[config.mk]
export PLATFORM = sky130hd
export DESIGN_NAME = pool_window_buffer
export DESIGN_NICKNAME = d
export VERILOG_FILES = /design/src/rtl/cnn_pkg.sv /design/src/rtl/pool_window_buffer.sv
export SDC_FILE = /design/constraint.sdc
export NUM_CORES = 2
export LEC_CHECK = 0
export BUFFER_PORTS_ARGS = -buffer_cell sky130_fd_sc_hd__clkbuf_2
export CAP_MARGIN = 40
export CORE_AREA = 3 3 595 597
export DETAILED_ROUTE_END_ITERATION = 6
export DIE_AREA = 0 0 598 600
export PLACE_DENSITY = 0.4
export SYNTH_ARGS = -nofsm -noshare
export SYNTH_HDL_FRONTEND = slang
export SYNTH_SLANG_ARGS = --single-unit
[constraint.sdc]
create_clock -name clk -period 2.4 [get_ports clk]
set_clock_uncertainty 0.15 [all_clocks]
set_input_delay 0.72 -clock clk [delete_from_list [all_inputs] [get_ports clk]]
set_output_delay 0.72 -clock clk [all_outputs]
set_load 0.03 [all_outputs]
[src/rtl/cnn_pkg.sv]
// Shared CNN datapath definitions: default geometry, window type and
// the row-pairing state used by the pooling front end.
package cnn_pkg;

  localparam int CNN_DATA_WIDTH = 8;
  localparam int CNN_POOL_UNITS = 32;

  // One 2x2 pooling window, elements 0..3 = top-left, top-right, bottom-left, bottom-right
  typedef logic [3:0][CNN_DATA_WIDTH-1:0] window_t;

  typedef enum logic {
    ROW_EVEN = 1'b0,
    ROW_ODD  = 1'b1
  } row_state_e;

  typedef enum logic [1:0] {
    POOL_MAX = 2'd0,
    POOL_AVG = 2'd1,
    POOL_MIN = 2'd2
  } pool_mode_e;

  typedef struct packed {
    logic valid;
    logic last;
  } pool_ctrl_t;

endpackage

[src/rtl/pool_window_buffer.sv]
// Pairs consecutive image rows and emits POOL_UNITS 2x2 windows per beat
// to the pooling stage, with a one-deep registered output stage.
module pool_window_buffer
  import cnn_pkg::*;
#(
  parameter int POOL_UNITS = CNN_POOL_UNITS,
  parameter int DATA_WIDTH = CNN_DATA_WIDTH
) (
  input  logic                                       clk,
  input  logic                                       nrst,
  input  logic                                       in_valid,
  output logic                                       in_ready,
  input  logic [2*POOL_UNITS-1:0][DATA_WIDTH-1:0]    in_data,
  input  logic                                       in_last,
  output logic                                       win_valid,
  input  logic                                       win_ready,
  output logic [POOL_UNITS-1:0][3:0][DATA_WIDTH-1:0] win_data,
  output logic                                       frame_done,
  output logic                                       err_odd_rows
);

  row_state_e                                 r_state;
  logic [2*POOL_UNITS-1:0][DATA_WIDTH-1:0]    r_row;
  logic [POOL_UNITS-1:0][3:0][DATA_WIDTH-1:0] r_win;
  logic                                       r_win_valid;
  logic                                       r_win_last;
  logic                                       r_err;

  logic                                       w_in_ready;
  logic                                       w_in_fire;
  logic                                       w_out_fire;
  logic                                       w_even_fire;
  logic                                       w_pair_fire;
  logic [POOL_UNITS-1:0][3:0][DATA_WIDTH-1:0] w_win_next;

  // The odd row may enter while the output register drains in the same cycle
  assign w_in_ready  = (r_state == ROW_EVEN) || !r_win_valid || win_ready;
  assign w_in_fire   = in_valid && w_in_ready;
  assign w_out_fire  = r_win_valid && win_ready;
  assign w_even_fire = w_in_fire && (r_state == ROW_EVEN);
  assign w_pair_fire = w_in_fire && (r_state == ROW_ODD);

  for (genvar gi = 0; gi < POOL_UNITS; gi++) begin : g_win
    assign w_win_next[gi][0] = r_row[2*gi];
    assign w_win_next[gi][1] = r_row[2*gi+1];
    assign w_win_next[gi][2] = in_data[2*gi];
    assign w_win_next[gi][3] = in_data[2*gi+1];
  end

  // A last-flagged even row has no partner: drop it and flag the frame
  always_ff @(posedge clk or negedge nrst) begin
    if (!nrst) begin
      r_state <= ROW_EVEN;
      r_err   <= 1'b0;
    end else begin
      case (r_state)
        ROW_EVEN: begin
          if (w_in_fire) begin
            if (in_last) begin
              r_err <= 1'b1;
            end else begin
              r_state <= ROW_ODD;
            end
          end
        end
        ROW_ODD: begin
          if (w_in_fire) begin
            r_state <= ROW_EVEN;
          end
        end
        default: r_state <= ROW_EVEN;
      endcase
    end
  end

  always_ff @(posedge clk or negedge nrst) begin
    if (!nrst) begin
      r_row <= '0;
    end else if (w_even_fire && !in_last) begin
      r_row <= in_data;
    end
  end

  always_ff @(posedge clk or negedge nrst) begin
    if (!nrst) begin
      r_win       <= '0;
      r_win_valid <= 1'b0;
      r_win_last  <= 1'b0;
    end else if (w_pair_fire) begin
      r_win       <= w_win_next;
      r_win_valid <= 1'b1;
      r_win_last  <= in_last;
    end else if (w_out_fire) begin
      r_win_valid <= 1'b0;
    end
  end

  assign in_ready     = w_in_ready;
  assign win_valid    = r_win_valid;
  assign win_data     = r_win;
  assign frame_done   = w_out_fire && r_win_last;
  assign err_odd_rows = r_err;

endmodule
==> flow_metrics.py <==
metrics = {
    "outcome": {
        "status": "finished with violations",
        "violations": "negative setup slack",
    },
    "drt": {
        "wl_met1_um": 95800,
        "top_layer": "met5",
        "wl_met3_um": 19500,
        "vias_per_cell": 3.61,
        "wl_per_cell_um": 23.6,
        "drt-pass1-iter-count": 4,
        "via_count": 37324,
        "drc": 0,
        "drt_iter0_markers": 1557,
        "route.final.wire_length_um": 244000,
        "ant_nets": 0,
        "dr_wl_met2_um": 122000,
    },
    "yosys": {
        "syn_inst": 3262,
        "ys_types": 21,
        "synth_area_um2": 60000,
        "syn_area_per_cell_um2": 18.4,
        "synth_top_cell_area_share_pct": 64.2,
        "synth_top_cells_by_area": "dfrtp_1, mux2_2, mux2_4",
        "yosysSeqAreaShare_pct": 64.2,
        "yosysWarnings": 0,
        "ys_seq_elements": 1540,
        "syn_nets": 3779,
        "yosysTopAreaCell": "dfrtp_1",
    },
    "global_routing": {
        "antenna_found_initial": 103,
        "grt_max_degree": 110,
        "gr-usage-all-layers_pct": 13.2,
        "grt_pass1_wl_um": 337000,
        "grt.overflow.total": 0,
        "grt_pass1_vias": 40626,
    },
    "die": {
        "die-area_um2": 359000,
        "ios": 1545,
        "fp.coreArea_um2": 349000,
        "num_rows": 217,
        "start_util_pct": 17.2,
        "die_y_um": 600,
        "die_x_um": 598,
    },
    "critical_path": {
        "cp-end-kind": "output pin",
        "crit_type": "reg2out",
        "worst-r2r-setup-slack_ns": 0.26,
        "worst_path_max_delay_cell": "dfrtp_2",
        "r2r-start": "win_valid$_DFFE_PN0P_",
        "cpPeakStageDelay_ns": 0.37,
        "timing.rr.end": "win_data[747]$_DFFE_PN0P_",
        "path_cells": "nor2b_4 > nand2_2 > buf_8",
        "rr_worst_depth": 7,
        "critical_path_required_ns": 1.53,
        "cp_max_fo": 3,
        "critPathLaunchType": "flip-flop",
        "cp.arrival_ns": 1.65,
    },
    "finish": {
        "finalInstanceArea_um2": 91500,
        "postLayoutCoreUtil_pct": 26.2,
        "syn2layout_area_growth_pct": 52.4,
        "layout.nets": 6089,
        "drive_gt1_share_pct": 63.6,
        "layout.cells.most_common": "dfrtp_1",
        "fillers": 35918,
        "most-common-layout-cells": "dfrtp_1, mux2_2, clkbuf_2, clkbuf_8, dlygate4sd3_1",
    },
    "worst_hold_path": {
        "hp-start": "in_data[329]",
        "min_to": "win_data[665]$_DFFE_PN0P_",
        "min_path_cells": 2,
        "hold_path_class": "in2reg",
    },
    "timing": {
        "hold_violations": 0,
        "tightest_slew_ns": 0.628,
        "setup_viol": 3,
        "layout_setup_ws_ns": -0.116,
        "slew_headroom_pct": 58.1,
        "final_max_slew_viol_count": 0,
        "rsz0062_at_grt": "yes",
        "hold_ws_ns": 0.131,
        "post-route-period-util_pct": 105,
        "fmax_ghz": 0.397,
        "fin_crit_ns": 2.52,
    },
    "placement": {
        "portBuffers": 1544,
        "placed_area_um2": 73700,
        "place_hpwl_um": 194000,
        "routabilityCongestion": 0.822,
    },
    "clock_tree": {
        "clock-sinks": 1540,
        "cts_buffers": 189,
        "clock_path_buffers": 4,
        "cts_root_buffer": "clkbuf_16",
        "cts_tree": "built",
        "path_clk_slew_ns": 0.06,
        "htreeDepth": 4,
        "clk_latency_ns": 0.84,
    },
    "power_and_ir_drop": {
        "p_leak_nw": 41.1,
        "ir_worst_vdd_mv": 0.763,
        "power.density_nw_per_um2": 1540,
        "total_power_w": 0.141,
    },
    "run": {
        "maxCapViolCount": 0,
    },
}
## worst max-delay path by stage
| stage | start | cells after the start | end | slack [ns] |
|---|---|---|---|---|
| after global routing | win_valid$_DFFE_PN0P_ | 3 | in_ready | -0.24 |
| after floorplan | win_ready | 6 | win_data[1000]$_DFFE_PN0P_ | 0.36 |
| final | win_valid$_DFFE_PN0P_ | 3 | in_ready | -0.12 |
| after detailed placement | win_ready | 6 | win_data[215]$_DFFE_PN0P_ | -0.15 |
| after global placement | win_ready | 6 | win_data[87]$_DFFE_PN0P_ | -0.15 |
| after CTS | win_valid$_DFFE_PN0P_ | 3 | in_ready | -0.27 |
## Yosys cell counts
| cell type | n |
|---|---|
| o21ai_0 | 2 |
| buf_12 | 44 |
| nand2b_1 | 1 |
| mux2_2 | 1056 |
| buf_6 | 110 |
| a21oi_1 | 1 |
| and3_4 | 1 |
| nand2_1 | 3 |
| nor2_1 | 1 |
| dfrtp_1 | 1540 |
| nor2b_1 | 1 |
| inv_2 | 1 |
| nor2_2 | 1 |
| a31o_2 | 1 |
| inv_1 | 1 |
| buf_4 | 4 |
| buf_8 | 9 |
| nand3_1 | 1 |
| and3_1 | 1 |
| mux2_4 | 480 |
| buf_2 | 3 |
## where the power goes
part	leakage (nW)	internal (W)	switching [W]
Clock	3.14	0.0174	0.0119
Combinational	19.9	0.0303	0.0342
Sequential	18.1	0.0391	0.00833
Total	41.1	0.0868	0.0545
## metrics by stage
stage / TNS (ns) / setup WS, ns / cells
CTS: -9.97 / -0.275 / 10312
floorplan: 0 / 0.355 / 3262
global placement: -50.88 / -0.152 / 9434
finish: -0.229 / -0.116 / 10337
global route: -1.11 / -0.241 / 10326
detailed placement: -45.60 / -0.145 / 9434
## cells by family (layout without fill, tap and decap cells)
kind of cell / Yosys count / after routing / share of synthesized area (%)
AOI/OAI and AO/OA: 4 / 4 / 0.0396
buffers and inverters: 172 / 2630 / 3.84
DFF: 1540 / 1540 / 64.2
muxes: 1536 / 1536 / 31.8
other: 0 / 18 / 0
and+or+nand+nor: 10 / 10 / 0.0938
## registers in the layout, indices dropped and copies added, names as in the netlist
| name | flops |
|---|---|
| r_state | 1 |
| r_row | 512 |
| err_odd_rows | 1 |
| win_data | 1024 |
| r_win_last | 1 |
| win_valid | 1 |
## routing by layer
metal  vias to the layer above  global-route usage [%]
met5                         -                       0
met4                        42                    3.03
met3                       403                    4.46
met2                      1238                    23.1
met1                     19415                    15.3
li1                      16226                       -
## cell type report
class                      count  area, um2  share of cell area, %
clock buffer                 274       5500                   6.01
clock inverter                65        861                  0.941
tap                         4599       5750                   6.29
sequential                  1540      38600                   42.1
inverter                       2       7.51                0.00820
antenna                       18       45.0                 0.0492
timing repair buffer        2289      21600                   23.6
multi-input combinational   1550      19200                   21.0
## repair_timing
item	4_1_cts	5_1_grt
setup endpoints to repair	742	82
setup buffers	29	7
endpoints found under the hold margin	1268	0
hold buffers	511	0
gates resized for setup	1393	89
## critical path: cells and delay by family, from the launching register on
family                 cells  cell delay [ns]
buffers and inverters      1             0.15
DFF                        1             0.37
and+or+nand+nor            2             0.28
No activity file was read; power rests on OpenSTA's default activity.
